**src/rtl/stack_unit.sv**
```systemverilog
// LIFO operand stack for the multicycle stack-machine controller.
// Supports push/pop/peek/swap commands, a registered data_out, and sticky error flags.
module stack_unit #(
    parameter int WIDTH  = 8,
    parameter int ADDR_W = 4
) (
    input  logic              clk,
    input  logic              rst,
    input  logic              clear,
    input  logic              stack_push,
    input  logic              stack_pop,
    input  logic              tos,
    input  logic [WIDTH-1:0]  data_in,
    output logic [WIDTH-1:0]  data_out,
    output logic              out_valid,
    output logic              zero,
    output logic [ADDR_W:0]   count,
    output logic              empty,
    output logic              full,
    output logic              overflow,
    output logic              underflow
);

    localparam int DEPTH = 2 ** ADDR_W;
    localparam logic [ADDR_W:0] FULL_COUNT = (ADDR_W + 1)'(DEPTH);
    localparam logic [ADDR_W:0] ONE        = (ADDR_W + 1)'(1);

    logic [WIDTH-1:0]  mem [DEPTH];

    logic [ADDR_W:0]   count_q,     count_d;
    logic [WIDTH-1:0]  dataOut_q,   dataOut_d;
    logic              outValid_q,  outValid_d;
    logic              overflow_q,  overflow_d;
    logic              underflow_q, underflow_d;

    logic              writeEn;
    logic [ADDR_W-1:0] writeAddr;
    logic [ADDR_W:0]   topCount;
    logic [ADDR_W-1:0] topIdx;
    logic              isEmpty;
    logic              isFull;

    assign isEmpty  = (count_q == '0);
    assign isFull   = (count_q == FULL_COUNT);
    assign topCount = count_q - ONE;
    assign topIdx   = topCount[ADDR_W-1:0];

    // A swap on an empty stack degenerates into a push of data_in to slot 0.
    always_comb begin
        count_d     = count_q;
        dataOut_d   = dataOut_q;
        outValid_d  = 1'b0;
        overflow_d  = overflow_q;
        underflow_d = underflow_q;
        writeEn     = 1'b0;
        writeAddr   = count_q[ADDR_W-1:0];

        if (clear) begin
            count_d     = '0;
            overflow_d  = 1'b0;
            underflow_d = 1'b0;
        end else begin
            unique case ({stack_push, stack_pop})
                2'b10: begin
                    if (!isFull) begin
                        writeEn = 1'b1;
                        count_d = count_q + ONE;
                    end else begin
                        overflow_d = 1'b1;
                    end
                end
                2'b01: begin
                    if (!isEmpty) begin
                        dataOut_d  = mem[topIdx];
                        outValid_d = 1'b1;
                        count_d    = topCount;
                    end else begin
                        underflow_d = 1'b1;
                    end
                end
                2'b11: begin
                    writeEn = 1'b1;
                    if (!isEmpty) begin
                        writeAddr  = topIdx;
                        dataOut_d  = mem[topIdx];
                        outValid_d = 1'b1;
                    end else begin
                        count_d     = ONE;
                        underflow_d = 1'b1;
                    end
                end
                default: begin
                    if (tos && !isEmpty) begin
                        dataOut_d  = mem[topIdx];
                        outValid_d = 1'b1;
                    end
                end
            endcase
        end
    end

    always_ff @(posedge clk or posedge rst) begin
        if (rst) begin
            count_q     <= '0;
            dataOut_q   <= '0;
            outValid_q  <= 1'b0;
            overflow_q  <= 1'b0;
            underflow_q <= 1'b0;
        end else begin
            count_q     <= count_d;
            dataOut_q   <= dataOut_d;
            outValid_q  <= outValid_d;
            overflow_q  <= overflow_d;
            underflow_q <= underflow_d;
        end
    end

    // Entry storage carries no reset; only written slots are ever read back.
    always_ff @(posedge clk) begin
        if (writeEn) begin
            mem[writeAddr] <= data_in;
        end
    end

    assign data_out  = dataOut_q;
    assign out_valid = outValid_q;
    assign zero      = (dataOut_q == '0);
    assign count     = count_q;
    assign empty     = isEmpty;
    assign full      = isFull;
    assign overflow  = overflow_q;
    assign underflow = underflow_q;

endmodule

```
**config.mk**
```make
export PLATFORM = sky130hd
export DESIGN_NAME = stack_unit
export DESIGN_NICKNAME = d
export VERILOG_FILES = /design/src/rtl/stack_unit.sv
export SDC_FILE = /design/constraint.sdc
export NUM_CORES = 1
export LEC_CHECK = 0
export BUFFER_PORTS_ARGS = -buffer_cell sky130_fd_sc_hd__buf_2
export CAP_MARGIN = 10
export CORE_MARGIN = 4
export CORE_UTILIZATION = 60
export DETAILED_ROUTE_END_ITERATION = 10
export PLACE_DENSITY = 0.79
export SETUP_SLACK_MARGIN = 0.15
export SYNTH_ARGS = -nofsm -noshare
export SYNTH_HDL_FRONTEND = slang
export SYNTH_SLANG_ARGS = --single-unit
```
**constraint.sdc**
```tcl
create_clock -name clk -period 8 [get_ports clk]
set_input_delay 0.4 -clock clk [delete_from_list [all_inputs] [get_ports clk]]
set_output_delay 0.4 -clock clk [all_outputs]
set_load 0.02 [all_outputs]
```
==> summary.txt <==
Drt
  – Iteration-0 DRC Markers: between 400 and 500
  – DR pass1 iterations: 6
  – DR WL/cell: 24.8 um
  – DRC violations left: 0
  – Vias per cell: approximately 6.4
  – Routed via count: about 3400
  – Overall routed net length: ~13000 um
  – Final ANT Viol Nets: 0

Logic synthesis
  – Seq/Total Area, Yosys: between 70% and 80%
  – Unique cell type count in the Yosys netlist: 43
  – Syn avg cell area: around 18 sq um
  – Top_reg_cell synth: edfxtp_1
  – Synthesized cell area: between 6000 and 7000 sq um
  – Asr flop ratio synth: between 10% and 20%
  – Flops & latches, synth: around 140
  – Synth Warn #: 0
  – Post-Syn Nets: roughly 360
  – Number of synthesized flops with an enable pin: 128
  – Cell count after synthesis: ~340

Place
  – Routability cong.: about 0.91
  – Detailed Place HPWL: between 7000 and 8000 um
  – I/O Buffers: 32

Clock network
  – Later-pin clock latency in the skew report: approximately 530 ps
  – Post-CTS Setup Bufs: 0
  – Worst-path clk slew: ~60 ps
  – H-tree levels: 4
  – Post-CTS sizing: 0
  – Root Driver: clkbuf_8
  – Clk buf depth: 2
  – CTS tree: done
  – Sink Count: ~140
  – Num CTS Buffers: 17
  – CTS Hold Buffers Added: 1

Floorplanning
  – Die Y: between 100 and 150 um
  – Boundary Pins: 33
  – # rows: 36
  – Initial Utilization: 61.7%
  – Die width: 108 um
  – Die ar.: about 12000 sq um
  – Core box area: between 9000 and 10000 sq um

Timing
  – Fin crit period: approximately 3500 ps
  – Slew headroom: between 40% and 50%
  – Min Hold Slack: approximately 180 ps
  – Post-route clock period utilization: between 40% and 50%
  – Final Skew: about 6.6 ps
  – Pins Over Slew Limit: 0
  – Fin. Hold Viols: 0
  – Slew @ Worst Pin: approximately 810 ps
  – RSZ-0062 raised after global routing: no
  – Final setup fails: 0
  – Final setup TNS: 0 ps
  – Highest Clock Rate: 284 MHz

Run status
  – Run status: finished, final reports clean

Setup path
  – Data required, critical path: 8160 ps
  – Critical setup path kind: reg2reg
  – Worst setup EP type: flop
  – Worst path cell trace: buf_4 -> inv_2 -> ha_1 -> or4b_4 -> or2b_1 -> o21ai_0 -> nand2_1 -> nor2_1
  – Slowest cell on the critical path: nor2_1
  – CP Data Arrival Time: between 3000 and 4000 ps
  – Critical Path Fanout Max: 44
  – Worst setup SP type: flop
  – CP max stage delay: roughly 650 ps

Layout
  – Commonest cells after routing, fill and taps aside: edfxtp_1 (128), mux4_2 (32), buf_2 (32)
  – Area grow syn2layout: 13.9%
  – Core Util, Final: about 70%
  – # nets final: 396
  – Commonest non-fill, non-tap cell in the layout: edfxtp_1
  – # diodes: 0
  – Share of layout cells above drive strength 1: 27.4%

Global route
  – Largest net degree at the start of global routing: between 40 and 50
  – Gr usage total: between 20% and 30%
  – Overflow after GRT: 0
  – Initial antenna violation count: 0
  – Vias in the first global route: between 3000 and 4000
  – First-pass GRT wire length: around 20000 um

Power and ir drop
  – Peak supply drop: around 0.16 mV
  – Static Leak: 2.38 nW
  – Power per cell area: roughly 300 nW/um^2

Job
  – Max-cap violation count: 0

Worst hold path
  – Worst hold path class: in2reg
## critical path: cells and delay by family, from the launching register on
family | cells | cell delay [ps]
flip-flops | 1 | 340
adder cells (fa/ha/maj) | 1 | 270
buffers and inverters | 2 | 770
AND/OR/NAND/NOR | 4 | 1440
AO/OA/AOI/OAI | 1 | 300
## stage by stage
stage | cell area (sq um) | cells | total power [W] | setup WS [ps]
finish | 6870 | 520 | 0.00202 | 4480
global route | 6870 | 520 | 0.00210 | 4200
detailed placement | 6310 | 488 | 0.00128 | 4590
CTS | 6870 | 520 | 0.00203 | 4480
floorplan | 6030 | 338 | 0.00117 | 4800
global placement | 6310 | 488 | 0.00127 | 4710
## path summary, 6_finish.rpt
check	from	slack, ps	end	cells after the start
worst max-delay path	count[0]	4480	mem[11][1]	8
worst min-delay path	stack_pop	180	underflow	3
worst max register to register	count[0]	4480	mem[11][1]	8
worst min register to register	underflow	500	underflow	2
max in group asynchronous	rst	7050	count[0]	3
min in group asynchronous	rst	500	data_out[6]	3
## Yosys cell counts, drive strengths merged, types with 2 or more instances
library cell | n | area (sq um)
nor4b | 2 | 17.5
inv | 10 | 37.5
o21ai | 6 | 30.0
nand2 | 11 | 41.3
o211ai | 2 | 33.8
mux4 | 32 | 721
xnor2 | 2 | 17.5
ha | 7 | 87.6
buf | 9 | 43.8
edfxtp | 128 | 3840
mux2i | 17 | 183
or4 | 2 | 15.0
a32oi | 2 | 17.5
a21oi | 9 | 45.0
mux2 | 2 | 22.5
a31oi | 4 | 25.0
nand2b | 5 | 31.3
o221ai | 8 | 70.1
nor3b | 3 | 22.5
a211oi | 3 | 22.5
or3 | 2 | 12.5
nor2 | 26 | 97.6
nor3 | 8 | 40.0
clkbuf | 9 | 33.8
dfrtp | 16 | 400
## sequential cells by signal (all words and copies together), names as in the netlist
name       flops
out_valid      1
count          5
data_out       8
underflow      1
overflow       1
mem          128
## report_power, final
group	switching, W	internal, W	leakage, nW
sequential	0.0000275	0.000856	1.36
clock	0.000299	0.000441	0.271
combinational	0.000234	0.000158	0.754
total	0.000560	0.00146	2.38
## final cells by class
| cell class | instances | area (sq um) |
|---|---|---|
| sequential | 144 | 4250 |
| tap | 133 | 166 |
| clock buffer | 17 | 414 |
| inverter | 10 | 37.5 |
| timing repair buffer | 36 | 193 |
| clock inverter | 14 | 140 |
| multi-input combinational | 166 | 1680 |
| fill | 610 | 2900 |
## layer usage
layer | vias up | share of wire [%] | GRT usage, %
met4 | 0 | 2.5 | 9.47
met2 | 192 | 48 | 36.7
met3 | 27 | 9.1 | 6.93
met5 | - | 0 | 0
li1 | 1433 | - | -
met1 | 1699 | 40 | 34.8
## cell families (layout without fill, tap and decap cells)
logic type	after synthesis	count (layout)	share of synthesized area (%)
buf+inv	28	77	1.91
mux	51	51	15.3
compound gates	41	41	5.06
fa+ha+maj	7	7	1.45
simple gates	64	64	5.35
xor+xnor	3	3	0.560
flops	144	144	70.3
No activity file was read; power rests on OpenSTA's default activity.
